[src/rtl/regfile_write_arbiter_if.sv]
// Bundle of the arbiter's request, result and hazard-query signals.
//   master : drives writeback, issue, MDU result and query inputs
//   slave  : the arbiter; returns mdu_ready, busy flags, pipe_stall and
//            the register-file write port (reg_write, wt_addr, wt_data)
interface regfile_write_arbiter_if;
  logic        wb_valid;
  logic [4:0]  wb_rd;
  logic [31:0] wb_data;
  logic        iss_valid;
  logic [4:0]  iss_rd;
  logic        mdu_valid;
  logic        mdu_ready;
  logic [4:0]  mdu_rd;
  logic [31:0] mdu_data;
  logic [4:0]  rs1_addr;
  logic [4:0]  rs2_addr;
  logic        rs1_busy;
  logic        rs2_busy;
  logic        pipe_stall;
  logic        reg_write;
  logic [4:0]  wt_addr;
  logic [31:0] wt_data;

  modport master (
    output wb_valid, wb_rd, wb_data, iss_valid, iss_rd,
           mdu_valid, mdu_rd, mdu_data, rs1_addr, rs2_addr,
    input  mdu_ready, rs1_busy, rs2_busy, pipe_stall,
           reg_write, wt_addr, wt_data
  );

  modport slave (
    input  wb_valid, wb_rd, wb_data, iss_valid, iss_rd,
           mdu_valid, mdu_rd, mdu_data, rs1_addr, rs2_addr,
    output mdu_ready, rs1_busy, rs2_busy, pipe_stall,
           reg_write, wt_addr, wt_data
  );
endinterface

[src/rtl/regfile_write_arbiter.sv]
// Shares one register-file write port between pipeline writeback and an
// MDU result FIFO. Writeback has priority; a starved FIFO forces a one-cycle
// pipe_stall so its head can write. A 31-bit scoreboard tracks registers
// with pending MDU writes for hazard queries.
// Ports:
//   clk, rst_n : clock, asynchronous active-low reset
//   bus        : regfile_write_arbiter_if.slave (writeback, MDU issue and
//                result handshake, rs1/rs2 busy queries, write port)
module regfile_write_arbiter #(
  parameter int unsigned DEPTH        = 2,
  parameter int unsigned STARVE_LIMIT = 4
) (
  input  logic                   clk,
  input  logic                   rst_n,
  regfile_write_arbiter_if.slave bus
);

  localparam int unsigned PTR_W = (DEPTH > 1) ? $clog2(DEPTH) : 1;
  localparam int unsigned CNT_W = $clog2(DEPTH + 1);
  localparam int unsigned STV_W = $clog2(STARVE_LIMIT + 1);

  logic [4:0]       mem_rd   [DEPTH];
  logic [31:0]      mem_data [DEPTH];
  logic [PTR_W-1:0] wr_ptr;
  logic [PTR_W-1:0] rd_ptr;
  logic [CNT_W-1:0] count;
  logic [STV_W-1:0] starve_cnt;
  logic [STV_W-1:0] starve_nxt;
  logic             pipe_stall_q;
  logic             stall_nxt;
  logic [31:1]      sb;
  logic [31:1]      set_mask;
  logic [31:1]      clr_mask;
  logic [31:0]      sb_full;

  logic             fifo_empty;
  logic             ready_c;
  logic             push;
  logic             grant;
  logic             wb_sel;
  logic [4:0]       head_rd;
  logic [31:0]      head_data;
  logic             reg_write_c;
  logic [4:0]       wt_addr_c;
  logic [31:0]      wt_data_c;

  // FIFO status and arbitration decision
  assign fifo_empty = (count == '0);
  assign ready_c    = (count < CNT_W'(DEPTH));
  assign push       = bus.mdu_valid && ready_c;
  assign grant      = !fifo_empty && (!bus.wb_valid || pipe_stall_q);
  assign wb_sel     = bus.wb_valid && !pipe_stall_q;
  assign head_rd    = mem_rd[rd_ptr];
  assign head_data  = mem_data[rd_ptr];

  // Write port: FIFO head when granted, else unstalled writeback, else idle
  always_comb begin
    reg_write_c = 1'b0;
    wt_addr_c   = '0;
    wt_data_c   = '0;
    if (rst_n) begin
      if (grant) begin
        wt_addr_c   = head_rd;
        wt_data_c   = head_data;
        reg_write_c = (head_rd != 5'd0);
      end else if (wb_sel) begin
        wt_addr_c   = bus.wb_rd;
        wt_data_c   = bus.wb_data;
        reg_write_c = (bus.wb_rd != 5'd0);
      end
    end
  end

  // FIFO storage; contents need no reset because count gates every read
  always_ff @(posedge clk) begin
    if (push) begin
      mem_rd[wr_ptr]   <= bus.mdu_rd;
      mem_data[wr_ptr] <= bus.mdu_data;
    end
  end

  // FIFO pointers and occupancy; pointers wrap since DEPTH is a power of two
  always_ff @(posedge clk or negedge rst_n) begin
    if (!rst_n) begin
      wr_ptr <= '0;
      rd_ptr <= '0;
      count  <= '0;
    end else begin
      if (push)  wr_ptr <= wr_ptr + PTR_W'(1);
      if (grant) rd_ptr <= rd_ptr + PTR_W'(1);
      case ({push, grant})
        2'b10:   count <= count + CNT_W'(1);
        2'b01:   count <= count - CNT_W'(1);
        default: count <= count;
      endcase
    end
  end

  // Scoreboard masks; x0 is never tracked, and a set overrides a clear
  always_comb begin
    set_mask = '0;
    clr_mask = '0;
    for (int i = 1; i < 32; i++) begin
      set_mask[i] = bus.iss_valid && (bus.iss_rd == 5'(i));
      clr_mask[i] = grant && (head_rd == 5'(i));
    end
  end

  always_ff @(posedge clk or negedge rst_n) begin
    if (!rst_n) sb <= '0;
    else        sb <= (sb & ~clr_mask) | set_mask;
  end

  // Bit 0 of the widened view is constant 0, so address 0 is never busy
  assign sb_full = {sb, 1'b0};

  // Starvation counter: counts blocked cycles of a non-empty FIFO
  always_comb begin
    starve_nxt = '0;
    if (!fifo_empty && !grant) begin
      starve_nxt = (starve_cnt < STV_W'(STARVE_LIMIT)) ? starve_cnt + STV_W'(1)
                                                       : starve_cnt;
    end
    stall_nxt = (starve_nxt == STV_W'(STARVE_LIMIT));
  end

  always_ff @(posedge clk or negedge rst_n) begin
    if (!rst_n) begin
      starve_cnt   <= '0;
      pipe_stall_q <= 1'b0;
    end else begin
      starve_cnt   <= starve_nxt;
      pipe_stall_q <= stall_nxt;
    end
  end

  assign bus.mdu_ready  = ready_c;
  assign bus.rs1_busy   = sb_full[bus.rs1_addr];
  assign bus.rs2_busy   = sb_full[bus.rs2_addr];
  assign bus.pipe_stall = pipe_stall_q;
  assign bus.reg_write  = reg_write_c;
  assign bus.wt_addr    = wt_addr_c;
  assign bus.wt_data    = wt_data_c;

endmodule

[src/flat_wrapper.sv]
// flat-port wrapper written by rule: the top's interface ports become plain ports
module regfile_write_arbiter_flat 
#(
  parameter int unsigned DEPTH        = 2,
  parameter int unsigned STARVE_LIMIT = 4
)
  (clk, rst_n, bus_wb_valid, bus_wb_rd, bus_wb_data, bus_iss_valid, bus_iss_rd, bus_mdu_valid, bus_mdu_rd, bus_mdu_data, bus_rs1_addr, bus_rs2_addr, bus_mdu_ready, bus_rs1_busy, bus_rs2_busy, bus_pipe_stall, bus_reg_write, bus_wt_addr, bus_wt_data);
  regfile_write_arbiter_if bus_i ();
  input  logic clk;
  input  logic rst_n;
  input wire logic [$bits(bus_i.wb_valid)-1:0] bus_wb_valid;
  input wire logic [$bits(bus_i.wb_rd)-1:0] bus_wb_rd;
  input wire logic [$bits(bus_i.wb_data)-1:0] bus_wb_data;
  input wire logic [$bits(bus_i.iss_valid)-1:0] bus_iss_valid;
  input wire logic [$bits(bus_i.iss_rd)-1:0] bus_iss_rd;
  input wire logic [$bits(bus_i.mdu_valid)-1:0] bus_mdu_valid;
  input wire logic [$bits(bus_i.mdu_rd)-1:0] bus_mdu_rd;
  input wire logic [$bits(bus_i.mdu_data)-1:0] bus_mdu_data;
  input wire logic [$bits(bus_i.rs1_addr)-1:0] bus_rs1_addr;
  input wire logic [$bits(bus_i.rs2_addr)-1:0] bus_rs2_addr;
  output wire logic [$bits(bus_i.mdu_ready)-1:0] bus_mdu_ready;
  output wire logic [$bits(bus_i.rs1_busy)-1:0] bus_rs1_busy;
  output wire logic [$bits(bus_i.rs2_busy)-1:0] bus_rs2_busy;
  output wire logic [$bits(bus_i.pipe_stall)-1:0] bus_pipe_stall;
  output wire logic [$bits(bus_i.reg_write)-1:0] bus_reg_write;
  output wire logic [$bits(bus_i.wt_addr)-1:0] bus_wt_addr;
  output wire logic [$bits(bus_i.wt_data)-1:0] bus_wt_data;
  assign bus_i.wb_valid = bus_wb_valid;
  assign bus_i.wb_rd = bus_wb_rd;
  assign bus_i.wb_data = bus_wb_data;
  assign bus_i.iss_valid = bus_iss_valid;
  assign bus_i.iss_rd = bus_iss_rd;
  assign bus_i.mdu_valid = bus_mdu_valid;
  assign bus_i.mdu_rd = bus_mdu_rd;
  assign bus_i.mdu_data = bus_mdu_data;
  assign bus_i.rs1_addr = bus_rs1_addr;
  assign bus_i.rs2_addr = bus_rs2_addr;
  assign bus_mdu_ready = bus_i.mdu_ready;
  assign bus_rs1_busy = bus_i.rs1_busy;
  assign bus_rs2_busy = bus_i.rs2_busy;
  assign bus_pipe_stall = bus_i.pipe_stall;
  assign bus_reg_write = bus_i.reg_write;
  assign bus_wt_addr = bus_i.wt_addr;
  assign bus_wt_data = bus_i.wt_data;
  regfile_write_arbiter #(.DEPTH(DEPTH), .STARVE_LIMIT(STARVE_LIMIT)) u_core (.clk(clk), .rst_n(rst_n), .bus(bus_i));
endmodule
[config.mk]
export PLATFORM = sky130hd
export DESIGN_NAME = regfile_write_arbiter_flat
export DESIGN_NICKNAME = d
export VERILOG_FILES = /design/src/rtl/regfile_write_arbiter_if.sv /design/src/rtl/regfile_write_arbiter.sv /design/src/flat_wrapper.sv
export SDC_FILE = /design/constraint.sdc
export NUM_CORES = 1
export LEC_CHECK = 0
export CELL_PAD_IN_SITES_DETAIL_PLACEMENT = 1
export CELL_PAD_IN_SITES_GLOBAL_PLACEMENT = 1
export CORE_MARGIN = 2
export CORE_UTILIZATION = 42
export DETAILED_ROUTE_END_ITERATION = 12
export GPL_ROUTABILITY_DRIVEN = 0
export PLACE_DENSITY = 0.89
export SLEW_MARGIN = 20
export SYNTH_ARGS = -nofsm -noshare
export SYNTH_HDL_FRONTEND = slang
export SYNTH_SLANG_ARGS = --single-unit
[constraint.sdc]
create_clock -name clk -period 5.6 [get_ports clk]
set_clock_uncertainty 0.2 [all_clocks]
set_input_delay 1.12 -clock clk [delete_from_list [all_inputs] [get_ports clk]]
set_output_delay 1.12 -clock clk [all_outputs]
set_load 0.01 [all_outputs]
Word-level counts from Yosys, hierarchy flattened
Memories as Yosys holds them, arrays and structs flattened.
Cells that the tools add are included.
{"block": "op_classes", "n_eq_ne": 65, "n_reduce_logical": 75, "add_sub_neg": 5, "mux": 18, "n_bitwise": 3, "order_cmp": 4}
{"operator": "equality test 5 bit, second input constant", "count": 32}
{"operator": "2-to-1 mux 32 bit", "count": 3}
{"operator": "equality test 5 x 4 -> 1 bit, second input constant", "count": 16}
{"operator": "logical AND 1 bit", "count": 66}
{"operator": "equality test 5 x 3 -> 1 bit, second input constant", "count": 8}
{"operator": "bitwise AND 31 bit", "count": 1}
{"operator": "NOT 31 bit", "count": 1}
{"operator": "bitwise OR 31 bit", "count": 1}
{"operator": "equality test 5 x 2 -> 1 bit, second input constant", "count": 4}
{"operator": "2-to-1 mux 5 bit", "count": 3}
{"operator": "< comparator 5 x 6 -> 1 bit, second input constant", "count": 2}
{"operator": "binary-select mux 1 bit (select 5 bit)", "count": 2}
{"operator": "equality test 5 x 1 -> 1 bit, second input constant", "count": 2}
{"operator": "nonzero test 5 bit", "count": 2}
{"operator": "2-to-1 mux 1 bit", "count": 7}
{"operator": "2-to-1 mux 3 bit", "count": 2}
{"operator": "zero test 1 bit", "count": 4}
{"operator": "case mux 2 bit (2 select lines)", "count": 1}
{"operator": "adder 3 x 1 -> 3 bit, second input constant", "count": 1}
{"operator": "equality test 3 bit, second input constant", "count": 1}
{"operator": "< comparator 3 bit, second input constant", "count": 1}
{"operator": "adder 1 bit, second input constant", "count": 2}
{"operator": "adder 2 x 1 -> 2 bit, second input constant", "count": 1}
{"operator": "equality test 2 x 1 -> 1 bit, second input constant", "count": 1}
{"operator": "other kinds (6)", "count": 6}
{"block": "totals", "mem_bits_rw": 74, "n_memories": 2, "out_inout_bits": 42, "regBits": 39}
{"name": "u_core.mem_data", "words": 2, "width": 32, "rd": 1, "rd_clocked_by_memory_dff": 0, "wr": 1, "line": "regfile_write_arbiter.sv:23", "source": "logic [31:0] mem_data [DEPTH];"}
{"name": "u_core.mem_rd", "words": 2, "width": 5, "rd": 1, "rd_clocked_by_memory_dff": 0, "wr": 1, "line": "regfile_write_arbiter.sv:22", "source": "logic [4:0] mem_rd [DEPTH];"}

Logic depth before layout (Yosys ltp)
{"block": "depth", "depth_word": 7, "ltp_mapped": 8, "ltp_nobuf": 6}

Worst setup path before layout
Ideal clock, no wire load.
{"block": "synth_path", "kind": "in2out", "from": "input port bus_rs1_addr[0]", "to": "output port bus_rs1_busy", "arrival_time_ns": 2.170, "n_path_buf": 1, "path_stages": 5, "t_required_ns": 4.280, "path_slack_ns": 2.110, "path_cell_list": "buf_2 mux4_2 nand2b_1 o211ai_1 nand4_1"}
{"block": "synth_via", "elab_chain_len": 2}
{"item": "start, declared", "line": "flat_wrapper.sv:19", "source": "input wire logic [$bits(bus_i.rs1_addr)-1:0] bus_rs1_addr;"}
{"item": "binary-select mux 1 bit (select 5 bit)", "line": "regfile_write_arbiter.sv:138", "source": "assign bus.rs1_busy = sb_full[bus.rs1_addr];"}
{"item": "2-to-1 mux 1 bit (implied by the code)", "line": "regfile_write_arbiter.sv:138"}
{"item": "end, declared", "line": "flat_wrapper.sv:22", "source": "output wire logic [$bits(bus_i.rs1_busy)-1:0] bus_rs1_busy;"}
Every way passes these cells. The select of a mux whose other input is x is not followed.

Final worst setup path
{"block": "layout_path", "from": "input port bus_wb_valid", "to": "output port bus_reg_write"}
{"block": "layout_via", "elab_chain_len": 5, "elab_cells_between_ends": 7, "classes_between": "mux (3); reduce/logical (4)"}
{"item": "start, declared", "line": "flat_wrapper.sv:11", "source": "input wire logic [$bits(bus_i.wb_valid)-1:0] bus_wb_valid;"}
{"item": "zero test 1 bit", "line": "regfile_write_arbiter.sv:51", "source": "assign grant = !fifo_empty && (!bus.wb_valid || pipe_stall_q);"}
{"item": "logical OR 1 bit", "line": "regfile_write_arbiter.sv:51"}
{"item": "logical AND 1 bit", "line": "regfile_write_arbiter.sv:51"}
{"item": "2-to-1 mux 1 bit (*)", "line": "regfile_write_arbiter.sv:62", "source": "if (grant) begin"}
{"item": "2-to-1 mux 1 bit (*)", "line": "regfile_write_arbiter.sv:61", "source": "if (rst_n) begin"}
{"item": "end, declared", "line": "flat_wrapper.sv:25", "source": "output wire logic [$bits(bus_i.reg_write)-1:0] bus_reg_write;"}
Every way passes the cells marked *; elsewhere a longest branch is shown, timed or not.

==> metrics.cfg <==
[layout]
layout.nets = 685
drive_gt1_frac = 0.110
area_growth_pct = 35.5
diodes = 0

[detailed_routing]
drtIter0Drc = 245
drt-pass1-iter-count = 4
wirelength_um = 17300
ant_nets = 0
drc = 0
via_count = 4336
post_drt_via_cell_ratio = 5.60
wl_per_cell_um = 22.3

[clock_network]
cts_setup_buffers = 0
clkLatencyLatePin_ps = 410
root_buffer = clkbuf_16
clock_sinks = 113
cts_inserted_buffers = 17
h-tree-depth = 4
clkSlewWorstSetupHoldPaths_ps = 50
cts_buffer_depth = 2
ctsHoldBuffers = 0
cts_tree = done
cts_resized = 0

[floorplanning]
die_w_um = 119
initial_core_util = 0.434
rows = 41
ios = 136
die-area_mm2 = 0.0141
die_h_um = 119
core_area_mm2 = 0.0128

[critical_path]
critPathMaxStageDelay_ps = 540
crit_path_end_kind = output port
worstPathCellList = clkdlybuf4s50_1 -> nand2b_1 -> nor2_2 -> buf_4 -> o21ai_0 -> a21oi_2 -> clkdlybuf4s50_1
worst_r2r_path_depth = 5
worstSetupStartpointType = input pin
cp.arrival_ps = 3360
crit_top_cell = clkdlybuf4s50_1
cp_slowest_cell = clkdlybuf4s50_1
critPathKind = input pin to output port
reg2reg_slack_ps = 2950
r2r-end = u_core.sb[7]
worstReg2RegStart = u_core.rd_ptr
cp_data_required_time_ps = 4280
cp_max_fo = 38

[hold_path]
holdPathEnd = u_core.count[0]
holdCritStartpoint = u_core.count[0]
min_path_type = flop to flop
min_path_cells = 1

[synthesis]
synth-main-ff-cell = edfxtp_1
ys_seq_elements = 113
synth_area_leader_cell = edfxtp_1
synth_edf_count = 74
synth_area_leaders = edfxtp_1 (40%), dfrtp_1 (18%), mux2i_1 (9.9%), o21ai_0 (7.3%), nand2_1 (3.0%)
netlist_instances = 454
async_reset_ff_frac = 0.345
ys_seq_area_frac = 0.577
synth_cell_type_count = 41
avgSynthCellArea_um2 = 12.2
yosysWarnings = 0
synthesis.area_mm2 = 0.00554
synth.top_cell.area_share = 0.401
syn_nets = 550

[power]
p_leak_uw = 0.00280
irDropWorstVdd_mv = 0.225
power_density_mw_per_mm2 = 442

[sta]
report.final.slew_viol_count = 0
setup_violations = 0
grt_setup_unrepaired = false
fin_crit_sh = 0.836
final_hold_viol_count = 0
whs_ps = 333
relSlewSlack = 0.379
worst-slew-pin-transition_ps = 932
period_minus_slack_ps = 4680
setup-tns-final_ps = 0
fmax_ghz = 0.214

[global_route]
grt_pass1_wl_um = 27100
grt_max_degree = 39
antenna_found_initial = 0
grt_usage = 0.255
overflow = 0
grt_pass1_vias = 4922

[run]
max-cap-violations = 0

[place]
hpwl_um = 12200
port_buffers = 135

[run_status]
status = completed

cell usage in the layout, fill, tap and decap left out, drive strengths merged, types with 3 or more instances in the layout:
| master | instances |
|---|---|
| nand4 | 3 |
| xnor2 | 4 |
| dfrtp | 39 |
| nor2 | 21 |
| and3 | 3 |
| a21oi | 7 |
| mux2i | 56 |
| and3b | 6 |
| clkdlybuf4s50 | 134 |
| o21ai | 99 |
| clkinvlp | 4 |
| edfxtp | 74 |
| buf | 5 |
| mux4 | 6 |
| nand2 | 45 |
| clkbuf | 19 |
| a22oi | 5 |
| nor3b | 6 |
| clkinv | 8 |
| o2111ai | 10 |
| nand2b | 8 |
| inv | 4 |
| nor2b | 7 |
| nand3 | 12 |
layer usage:
metal / GRT usage / up-vias / share of wire
met1: 0.296 / 2165 / 0.39
met5: 0 / - / 0
met3: 0.0824 / 33 / 0.070
met4: 0.102 / 0 / 0.026
met2: 0.436 / 157 / 0.52
li1: - / 1981 / -
power by group:
part           internal [uW]  switching (uW)  leakage, uW
logic                    472             520      0.00140
registers               1150             213      0.00115
clock network            598             372     0.000251
worst max-delay path by stage:
| stage | startpoint | end | cells past startpoint |
|---|---|---|---|
| floorplan | bus_rs1_addr[0] | bus_rs1_busy | 5 |
| global placement | bus_wb_valid | bus_wt_addr[4] | 6 |
| CTS | bus_wb_valid | bus_wt_addr[3] | 6 |
| finish | bus_wb_valid | bus_reg_write | 7 |
| global route | bus_wb_valid | bus_wt_addr[3] | 6 |
| detailed placement | bus_wb_valid | bus_wt_data[3] | 6 |
cell families after synthesis:
kind of cell | count (synthesis) | share of synthesized area
AOI/OAI and AO/OA | 126 | 0.139
and+or+nand+nor | 117 | 0.105
DFF | 113 | 0.577
buffers and inverters | 27 | 0.0350
xor gates and xnor gates | 6 | 0.00948
muxes | 63 | 0.130
adders and majority gates | 2 | 0.00451
cell type report:
class	instances	area [um^2]
Sequential cell	113	3200
Clock buffer	19	433
Tap cell	172	215
Inverter	4	15.0
Clock inverter	13	96.3
Timing Repair Buffer	139	1390
Multi-Input combinational cell	314	2160
Fill cell	1279	5260
state kept, by name, summed over array words and instances (netlist names):
| register | flops |
|---|---|
| u_core.mem_rd | 10 |
| u_core.starve_cnt | 3 |
| u_core.wr_ptr | 1 |
| u_core.rd_ptr | 1 |
| u_core.sb | 31 |
| u_core.count | 2 |
| u_core.bus.pipe_stall | 1 |
| u_core.mem_data | 64 |
critical path: cells and delay by family:
family	cells	cell delay [ps]
AO/OA/AOI/OAI	2	420
buffers and inverters	3	1380
AND/OR/NAND/NOR	2	410
metrics by stage:
stage / util / cells / area [um^2] / worst slack (ps) / total power [uW]
2_1_floorplan: - / 454 / 5540 / 2110 / 1940
3_3_place_gp: 0.545 / 741 / 6960 / 1030 / 2270
3_5_place_dp: 0.545 / 741 / 6960 / 908 / 2340
4_1_cts: 0.586 / 773 / 7490 / 901 / 3330
5_1_grt: 0.588 / 774 / 7510 / 809 / 3480
6_report: 0.588 / 774 / 7510 / 918 / 3320
Yosys cell counts, types with 2 or more instances:
cell type  count
a22oi_1        4
o211ai_1       2
xnor2_1        4
buf_6          4
o21ai_2       18
nor3_1         2
mux2i_1       55
a21oi_1        6
and3b_1        6
xor2_1         2
nor3b_1        6
edfxtp_1      74
a211oi_1       2
nor2_1        21
and3_1         3
inv_1          4
nor2b_1        7
dfrtp_1       39
nand2_1       44
nand3_1       12
o2111ai_1     10
buf_12         2
clkbuf_1       5
o21ai_0       81
buf_4          6
mux4_2         6
nand2b_1       8
nand4_1        3
ha_1           2
buf_2          5
No activity file was read; power rests on OpenSTA's default activity.
